### src/rtl/mips_lsu_pkg.sv
// rtl/mips_lsu_pkg.sv - shared encodings, state type and defaults for the MIPS load/store unit
package mips_lsu_pkg;

    localparam logic [1:0] SZ_BYTE = 2'b00;
    localparam logic [1:0] SZ_HALF = 2'b01;
    localparam logic [1:0] SZ_WORD = 2'b10;

    localparam logic [31:0] MEM_SIZE_DEFAULT = 32'h0000_2000;

    typedef enum logic [2:0] {
        ST_IDLE,
        ST_RD,
        ST_WR,
        ST_RESP,
        ST_ERR
    } lsu_state_t;

    // Natural alignment of the low address bits: half clears [0], word clears [1:0].
    function automatic logic [1:0] align_lo(input logic [1:0] lo, input logic [1:0] size);
        case (size)
            SZ_HALF: align_lo = {lo[1], 1'b0};
            SZ_WORD: align_lo = 2'b00;
            default: align_lo = lo;
        endcase
    endfunction

endpackage

### src/rtl/mips_lsu_if.sv
// rtl/mips_lsu_if.sv - request/response and memory data-port bundle of the load/store unit
interface mips_lsu_if #(
    parameter int ADDR_W = 32
);
    logic              req_valid;
    logic              req_ready;
    logic              req_we;
    logic [1:0]        req_size;
    logic              req_signed;
    logic [ADDR_W-1:0] req_addr;
    logic [31:0]       req_wdata;
    logic              resp_valid;
    logic [31:0]       resp_rdata;
    logic              resp_err;
    logic [ADDR_W-1:0] mem_addr;
    logic              mem_read;
    logic              mem_write;
    logic [31:0]       mem_wdata;
    logic [31:0]       mem_rdata;

    modport master (
        output req_valid, req_we, req_size, req_signed, req_addr, req_wdata, mem_rdata,
        input  req_ready, resp_valid, resp_rdata, resp_err,
               mem_addr, mem_read, mem_write, mem_wdata
    );

    modport slave (
        input  req_valid, req_we, req_size, req_signed, req_addr, req_wdata, mem_rdata,
        output req_ready, resp_valid, resp_rdata, resp_err,
               mem_addr, mem_read, mem_write, mem_wdata
    );
endinterface

### src/rtl/mips_lsu_lane_align.sv
// rtl/mips_lsu_lane_align.sv - little-endian lane extract/extend for loads and lane merge for stores
module lsu_lane_align
    import mips_lsu_pkg::*;
(
    input  logic [1:0]  lo,
    input  logic [1:0]  size,
    input  logic        sgn,
    input  logic [31:0] rword,
    input  logic [31:0] wdata,
    output logic [31:0] load_data,
    output logic [31:0] store_word
);
    logic [7:0]  lane_b;
    logic [15:0] lane_h;

    always_comb begin
        lane_b = rword[{lo, 3'b000} +: 8];
        lane_h = rword[{lo[1], 4'b0000} +: 16];
        case (size)
            SZ_BYTE: load_data = {{24{sgn & lane_b[7]}}, lane_b};
            SZ_HALF: load_data = {{16{sgn & lane_h[15]}}, lane_h};
            default: load_data = rword;
        endcase
    end

    always_comb begin
        store_word = rword;
        case (size)
            SZ_BYTE: store_word[{lo, 3'b000} +: 8]   = wdata[7:0];
            SZ_HALF: store_word[{lo[1], 4'b0000} +: 16] = wdata[15:0];
            default: store_word = wdata;
        endcase
    end
endmodule

### src/rtl/mips_lsu.sv
// rtl/mips_lsu.sv - MIPS load/store unit with sub-word RMW; `define MIPS_LSU_MISALIGN_TRAP_EN traps misaligned accesses
module mips_lsu
    import mips_lsu_pkg::*;
#(
    parameter int          ADDR_W   = 32,
    parameter logic [31:0] MEM_SIZE = MEM_SIZE_DEFAULT
) (
    input  logic         clk,
    input  logic         rst_n,
    mips_lsu_if.slave    bus
);
    lsu_state_t        state, state_n;
    logic              r_we;
    logic              r_signed;
    logic [1:0]        r_size;
    logic [ADDR_W-1:0] r_addr;
    logic [31:0]       r_wdata;
    logic [31:0]       r_rword;

    logic              accept;
    logic              req_err;
    logic              size_bad;
    logic              out_of_range;
    logic              misaligned;
    logic [ADDR_W-1:0] cap_addr;
    logic [31:0]       load_data;
    logic [31:0]       store_word;

    assign accept = bus.req_valid && (state == ST_IDLE);

    always_comb begin
        size_bad     = (bus.req_size == 2'b11);
        out_of_range = (bus.req_addr >= ADDR_W'(MEM_SIZE));
        misaligned   = ((bus.req_size == SZ_HALF) && bus.req_addr[0]) ||
                       ((bus.req_size == SZ_WORD) && (bus.req_addr[1:0] != 2'b00));
        cap_addr     = bus.req_addr;
`ifdef MIPS_LSU_MISALIGN_TRAP_EN
        req_err      = size_bad || out_of_range || misaligned;
`else
        // Misaligned accesses silently snap to natural alignment.
        req_err      = size_bad || out_of_range;
        cap_addr[1:0] = align_lo(bus.req_addr[1:0], bus.req_size);
`endif
    end

    lsu_lane_align u_align (
        .lo         (r_addr[1:0]),
        .size       (r_size),
        .sgn        (r_signed),
        .rword      (r_rword),
        .wdata      (r_wdata),
        .load_data  (load_data),
        .store_word (store_word)
    );

    always_ff @(posedge clk or negedge rst_n) begin
        if (!rst_n) begin
            state    <= ST_IDLE;
            r_we     <= 1'b0;
            r_signed <= 1'b0;
            r_size   <= SZ_BYTE;
            r_addr   <= '0;
            r_wdata  <= '0;
            r_rword  <= '0;
        end else begin
            state <= state_n;
            if (accept) begin
                r_we     <= bus.req_we;
                r_signed <= bus.req_signed;
                r_size   <= bus.req_size;
                r_addr   <= cap_addr;
                r_wdata  <= bus.req_wdata;
            end
            if (state == ST_RD) begin
                r_rword <= bus.mem_rdata;
            end
        end
    end

    always_comb begin
        state_n = state;
        case (state)
            ST_IDLE: begin
                if (accept) begin
                    if (req_err)
                        state_n = ST_ERR;
                    else if (!bus.req_we || (bus.req_size != SZ_WORD))
                        state_n = ST_RD;
                    else
                        state_n = ST_WR;
                end
            end
            ST_RD:   state_n = r_we ? ST_WR : ST_RESP;
            ST_WR:   state_n = ST_RESP;
            ST_RESP: state_n = ST_IDLE;
            ST_ERR:  state_n = ST_IDLE;
            default: state_n = ST_IDLE;
        endcase
    end

    always_comb begin
        bus.req_ready  = (state == ST_IDLE);
        bus.resp_valid = 1'b0;
        bus.resp_rdata = '0;
        bus.resp_err   = 1'b0;
        bus.mem_addr   = '0;
        bus.mem_read   = 1'b0;
        bus.mem_write  = 1'b0;
        bus.mem_wdata  = '0;
        case (state)
            ST_RD: begin
                bus.mem_read = 1'b1;
                bus.mem_addr = {r_addr[ADDR_W-1:2], 2'b00};
            end
            ST_WR: begin
                bus.mem_write = 1'b1;
                bus.mem_addr  = {r_addr[ADDR_W-1:2], 2'b00};
                bus.mem_wdata = store_word;
            end
            ST_RESP: begin
                bus.resp_valid = 1'b1;
                bus.resp_rdata = r_we ? 32'h0 : load_data;
            end
            ST_ERR: begin
                bus.resp_valid = 1'b1;
                bus.resp_err   = 1'b1;
            end
            default: ;
        endcase
    end
endmodule
### src/flat_wrapper.sv
// flat-port wrapper written by rule: the top's interface ports become plain ports
module mips_lsu_flat import mips_lsu_pkg::*;
#(
    parameter int          ADDR_W   = 32,
    parameter logic [31:0] MEM_SIZE = MEM_SIZE_DEFAULT
)
  (clk, rst_n, bus_req_valid, bus_req_we, bus_req_size, bus_req_signed, bus_req_addr, bus_req_wdata, bus_mem_rdata, bus_req_ready, bus_resp_valid, bus_resp_rdata, bus_resp_err, bus_mem_addr, bus_mem_read, bus_mem_write, bus_mem_wdata);
  mips_lsu_if #(.ADDR_W(ADDR_W)) bus_i ();
  input  logic clk;
  input  logic rst_n;
  input wire logic [$bits(bus_i.req_valid)-1:0] bus_req_valid;
  input wire logic [$bits(bus_i.req_we)-1:0] bus_req_we;
  input wire logic [$bits(bus_i.req_size)-1:0] bus_req_size;
  input wire logic [$bits(bus_i.req_signed)-1:0] bus_req_signed;
  input wire logic [$bits(bus_i.req_addr)-1:0] bus_req_addr;
  input wire logic [$bits(bus_i.req_wdata)-1:0] bus_req_wdata;
  input wire logic [$bits(bus_i.mem_rdata)-1:0] bus_mem_rdata;
  output wire logic [$bits(bus_i.req_ready)-1:0] bus_req_ready;
  output wire logic [$bits(bus_i.resp_valid)-1:0] bus_resp_valid;
  output wire logic [$bits(bus_i.resp_rdata)-1:0] bus_resp_rdata;
  output wire logic [$bits(bus_i.resp_err)-1:0] bus_resp_err;
  output wire logic [$bits(bus_i.mem_addr)-1:0] bus_mem_addr;
  output wire logic [$bits(bus_i.mem_read)-1:0] bus_mem_read;
  output wire logic [$bits(bus_i.mem_write)-1:0] bus_mem_write;
  output wire logic [$bits(bus_i.mem_wdata)-1:0] bus_mem_wdata;
  assign bus_i.req_valid = bus_req_valid;
  assign bus_i.req_we = bus_req_we;
  assign bus_i.req_size = bus_req_size;
  assign bus_i.req_signed = bus_req_signed;
  assign bus_i.req_addr = bus_req_addr;
  assign bus_i.req_wdata = bus_req_wdata;
  assign bus_i.mem_rdata = bus_mem_rdata;
  assign bus_req_ready = bus_i.req_ready;
  assign bus_resp_valid = bus_i.resp_valid;
  assign bus_resp_rdata = bus_i.resp_rdata;
  assign bus_resp_err = bus_i.resp_err;
  assign bus_mem_addr = bus_i.mem_addr;
  assign bus_mem_read = bus_i.mem_read;
  assign bus_mem_write = bus_i.mem_write;
  assign bus_mem_wdata = bus_i.mem_wdata;
  mips_lsu #(.ADDR_W(ADDR_W), .MEM_SIZE(MEM_SIZE)) u_core (.clk(clk), .rst_n(rst_n), .bus(bus_i));
endmodule
### config.mk
export PLATFORM = sky130hd
export DESIGN_NAME = mips_lsu_flat
export DESIGN_NICKNAME = d
export VERILOG_FILES = /design/src/rtl/mips_lsu_pkg.sv /design/src/rtl/mips_lsu_if.sv /design/src/rtl/mips_lsu_lane_align.sv /design/src/rtl/mips_lsu.sv /design/src/flat_wrapper.sv
export SDC_FILE = /design/constraint.sdc
export NUM_CORES = 1
export LEC_CHECK = 0
export ABC_AREA = 1
export CAP_MARGIN = 20
export CORE_MARGIN = 4
export CORE_UTILIZATION = 45
export DETAILED_ROUTE_END_ITERATION = 16
export GPL_TIMING_DRIVEN = 0
export PLACE_DENSITY = 0.87
export SLEW_MARGIN = 5
export SYNTH_ARGS = -nofsm -noshare
export SYNTH_HDL_FRONTEND = slang
export SYNTH_HIERARCHICAL = 1
export SYNTH_SLANG_ARGS = --single-unit
### constraint.sdc
create_clock -name clk -period 3.8 [get_ports clk]
set_input_delay 0.76 -clock clk [delete_from_list [all_inputs] [get_ports clk]]
set_output_delay 0.76 -clock clk [all_outputs]
set_load 0.01 [all_outputs]
==> summary.md <==
| Metric | Value |
|---|---|
| Number of flops mapped to enable cells by yosys | `0` |
| FF+latch count, synth | `103` |
| Worst-path clk slew | `70 ps` |
| Hold Path Class | `primary input to async pin` |
| Placer congestion estimate | `0.979` |
| CP Capture Type | `output pin` |
| TritonCTS Buffers | `9` |
| Initial antenna violation count | `0` |
| Startpoint type of the worst setup path | `flop` |
| Avg WL per Cell | `15.7 microns` |
| Status | `finished, final reports clean` |
| Pwr per Cell Area | `723 nW/um^2` |
| Total power | `6.66 mW` |
| Max incr delay on CP | `580 ps` |
| Die Y | `130 microns` |
| All-layer global routing usage | `26.9%` |
| N_diodes | `0` |
| Via/cell ratio | `5.16` |
| Commonest non-fill, non-tap cell in the layout | `nand2_1` |
| RSZ-0062 raised after global routing | `no` |
| Max Slew Vio Count | `0` |
| Met1 usage | `33.1%` |
| Layout area overhead | `38.6%` |
| Max Freq | `277 MHz` |
| Placed cell areas | `8920 sq um` |
| Clk Latency, worst-skew pair | `350 ps` |
| Top-Level Pins | `204` |
| YS warnings | `6` |
| DR iter-0 viols | `740` |
| Nets | `1,363` |
| GRT Residual Overflow | `0` |
| Crit path max fanout | `9` |
| Vias in the first global route | `7,041` |
| Longest Clk Path Bufs | `2` |
| Least-Margin Pin Slew | `609 ps` |
| CP required | `3040 ps` |
| Clk Tree Root Cell | `clkbuf_16` |
| Most used routing layer | `met2` |
| Most frequent cells in the layout | `nand2_1, clkdlybuf4s50_1, nor2_1` |
| Rows | `44` |
| Core ar. | `14,500 sq um` |
| Setup_tns | `0 ps` |
| Die X | `130 microns` |
| Largest net degree at the start of global routing | `66` |
| Peak supply drop | `0.367 mV` |
| Final Hold Fails | `0` |
| Synth Flop Type | `dfrtp_1` |
| Layout cell share with drive strength beyond 1 | `6.60%` |
| Synthesized area | `6650 sq um` |
| Post-synthesis cell type count | `32` |
| Routed vias | `7,435` |
| WHS | `374 ps` |
| CTS sink cnt | `103` |
| Sequential share of the synthesized area | `38.7%` |
| Leakage | `4.61 nW` |
| Setup Skew | `4.71 ps` |
| CP Class | `flop to output pin` |
| Hold-fix buffers at CTS | `0` |
| CTS tree | `yes` |
| Cells along the critical path | `inv_2, ha_1, clkinvlp_4, nor2_1, nand2_1, o21ai_0, nand2_1, nand2_1, inv_1, nor2_1, clkdlybuf4s50_1` |
| Post-Layout Cell Count | `1,441` |
| Area of the die | `16,800 sq um` |
| Syn Area/Cell | `6.40 sq um` |
| H-tree depth | `3` |
| Synth Instances | `1,039` |
| Fin crit period | `3600 ps` |
| Met2 usage | `44.6%` |
| Hpwl dp | `17,900 microns` |
| Post-route cell area | `9220 sq um` |
| Detailed Routing Iterations Pass 1 | `6` |
| Starting density of the core | `45.8%` |
| Post-Route WL | `22,600 microns` |
| Setup Viol. Count Final | `0` |
| Worst Path Arrival | `2840 ps` |
| GR Util met3 | `8.49%` |
| Placed instance count | `1,426` |
| # port buffers | `201` |
| First-pass GRT wire length | `35,300 microns` |
| DRT antenna net count | `0` |
| DR DRC count | `0` |
| Slowest cell on crit path | `clkdlybuf4s50_1` |
| Period utilisation layout | `94.9%` |
| Slew headroom | `59.4%` |
| Worst path most repeated cell | `nand2_1` |
| Max Cap Viol | `0` |
| Post-synth ARST share | `100%` |
-- synth_stat cells, types with 8 or more instances --
library cell / count / area share, %
dfrtp_1: 103 / 39
nand2_1: 447 / 25
o21ai_0: 61 / 4.6
and3_1: 9 / 0.85
nand3_1: 61 / 4.6
o22ai_1: 8 / 0.75
inv_1: 102 / 5.8
ha_1: 8 / 1.5
buf_2: 18 / 1.4
clkbuf_1: 18 / 1.0
nor2_1: 130 / 7.3
-- critical path, delay by kind of cell (launching register included) --
| kind | cells | cell delay, ps |
|---|---|---|
| compound gates | 1 | 210 |
| fa+ha+maj | 1 | 210 |
| buf+inv | 4 | 980 |
| flops | 1 | 480 |
| simple gates | 5 | 620 |
-- final cells by class --
class / count / area, sq um
Buffer: 54 / 304
Clock buffer: 11 / 233
Clock inverter: 5 / 58.8
Fill cell: 1362 / 5310
Inverter: 112 / 440
Multi-Input combinational cell: 770 / 3340
Sequential cell: 103 / 2580
Tap cell: 184 / 230
Timing Repair Buffer: 202 / 2040
-- flip-flops by register name (all words and copies together), names as in the netlist --
signal and cells:
u_core/r_addr 32, u_core/r_rword 32, u_core/r_wdata 32, u_core/state 3
u_core/r_size 2, u_core/r_signed 1, u_core/r_we 1
-- metrics by stage --
stage | util, % | worst slack, ps
final | 63.4 | 195
after global placement | 61.2 | -1840
after detailed placement | 61.4 | 27.5
after global routing | 63.4 | 16.9
after floorplan | - | 1110
after CTS | 63.4 | 34.0
-- worst paths after layout --
kind,start,to,slack [ps],cells after the start
max in group asynchronous,rst_n,u_core/r_addr[1],2700,2
max,u_core/r_addr[0],bus_mem_wdata[17],200,11
min in group clk,u_core/r_rword[3],u_core/r_rword[3],470,2
min reg2reg,u_core/r_rword[3],u_core/r_rword[3],470,2
max reg2reg,u_core/state[2],u_core/r_rword[12],2160,5
min,rst_n,u_core/r_wdata[12],370,1
-- timing repair --
| action | 4_1_cts | 5_1_grt |
|---|---|---|
| gates resized for setup | 0 | 6 |
| pin swaps | 0 | 0 |
| setup buffers | 0 | 0 |
| endpoints found under the setup margin | 32 | 21 |
-- where the power goes --
| part | switching, mW | internal (mW) |
|---|---|---|
| sequential | 0.524 | 1.65 |
| clock | 0.415 | 0.512 |
| combinational | 2.23 | 1.34 |
-- routing by layer --
| metal | vias to the layer above | wire (microns) |
|---|---|---|
| li1 | 3585 | - |
| met1 | 3427 | 8770 |
| met2 | 363 | 10600 |
| met3 | 60 | 2440 |
| met4 | 0 | 726 |
| met5 | - | 0 |
-- kinds of logic (layout without fill, tap and decap cells) --
family	count (synthesis)	in the layout	share of synthesized area, %
compound gates	89	89	7.26
flops	103	103	38.7
other cells	1	2	0.0564
simple gates	671	671	41.3
buf+inv	167	384	11.2
fa+ha+maj	8	8	1.50
No activity file was read; power rests on OpenSTA's default activity.
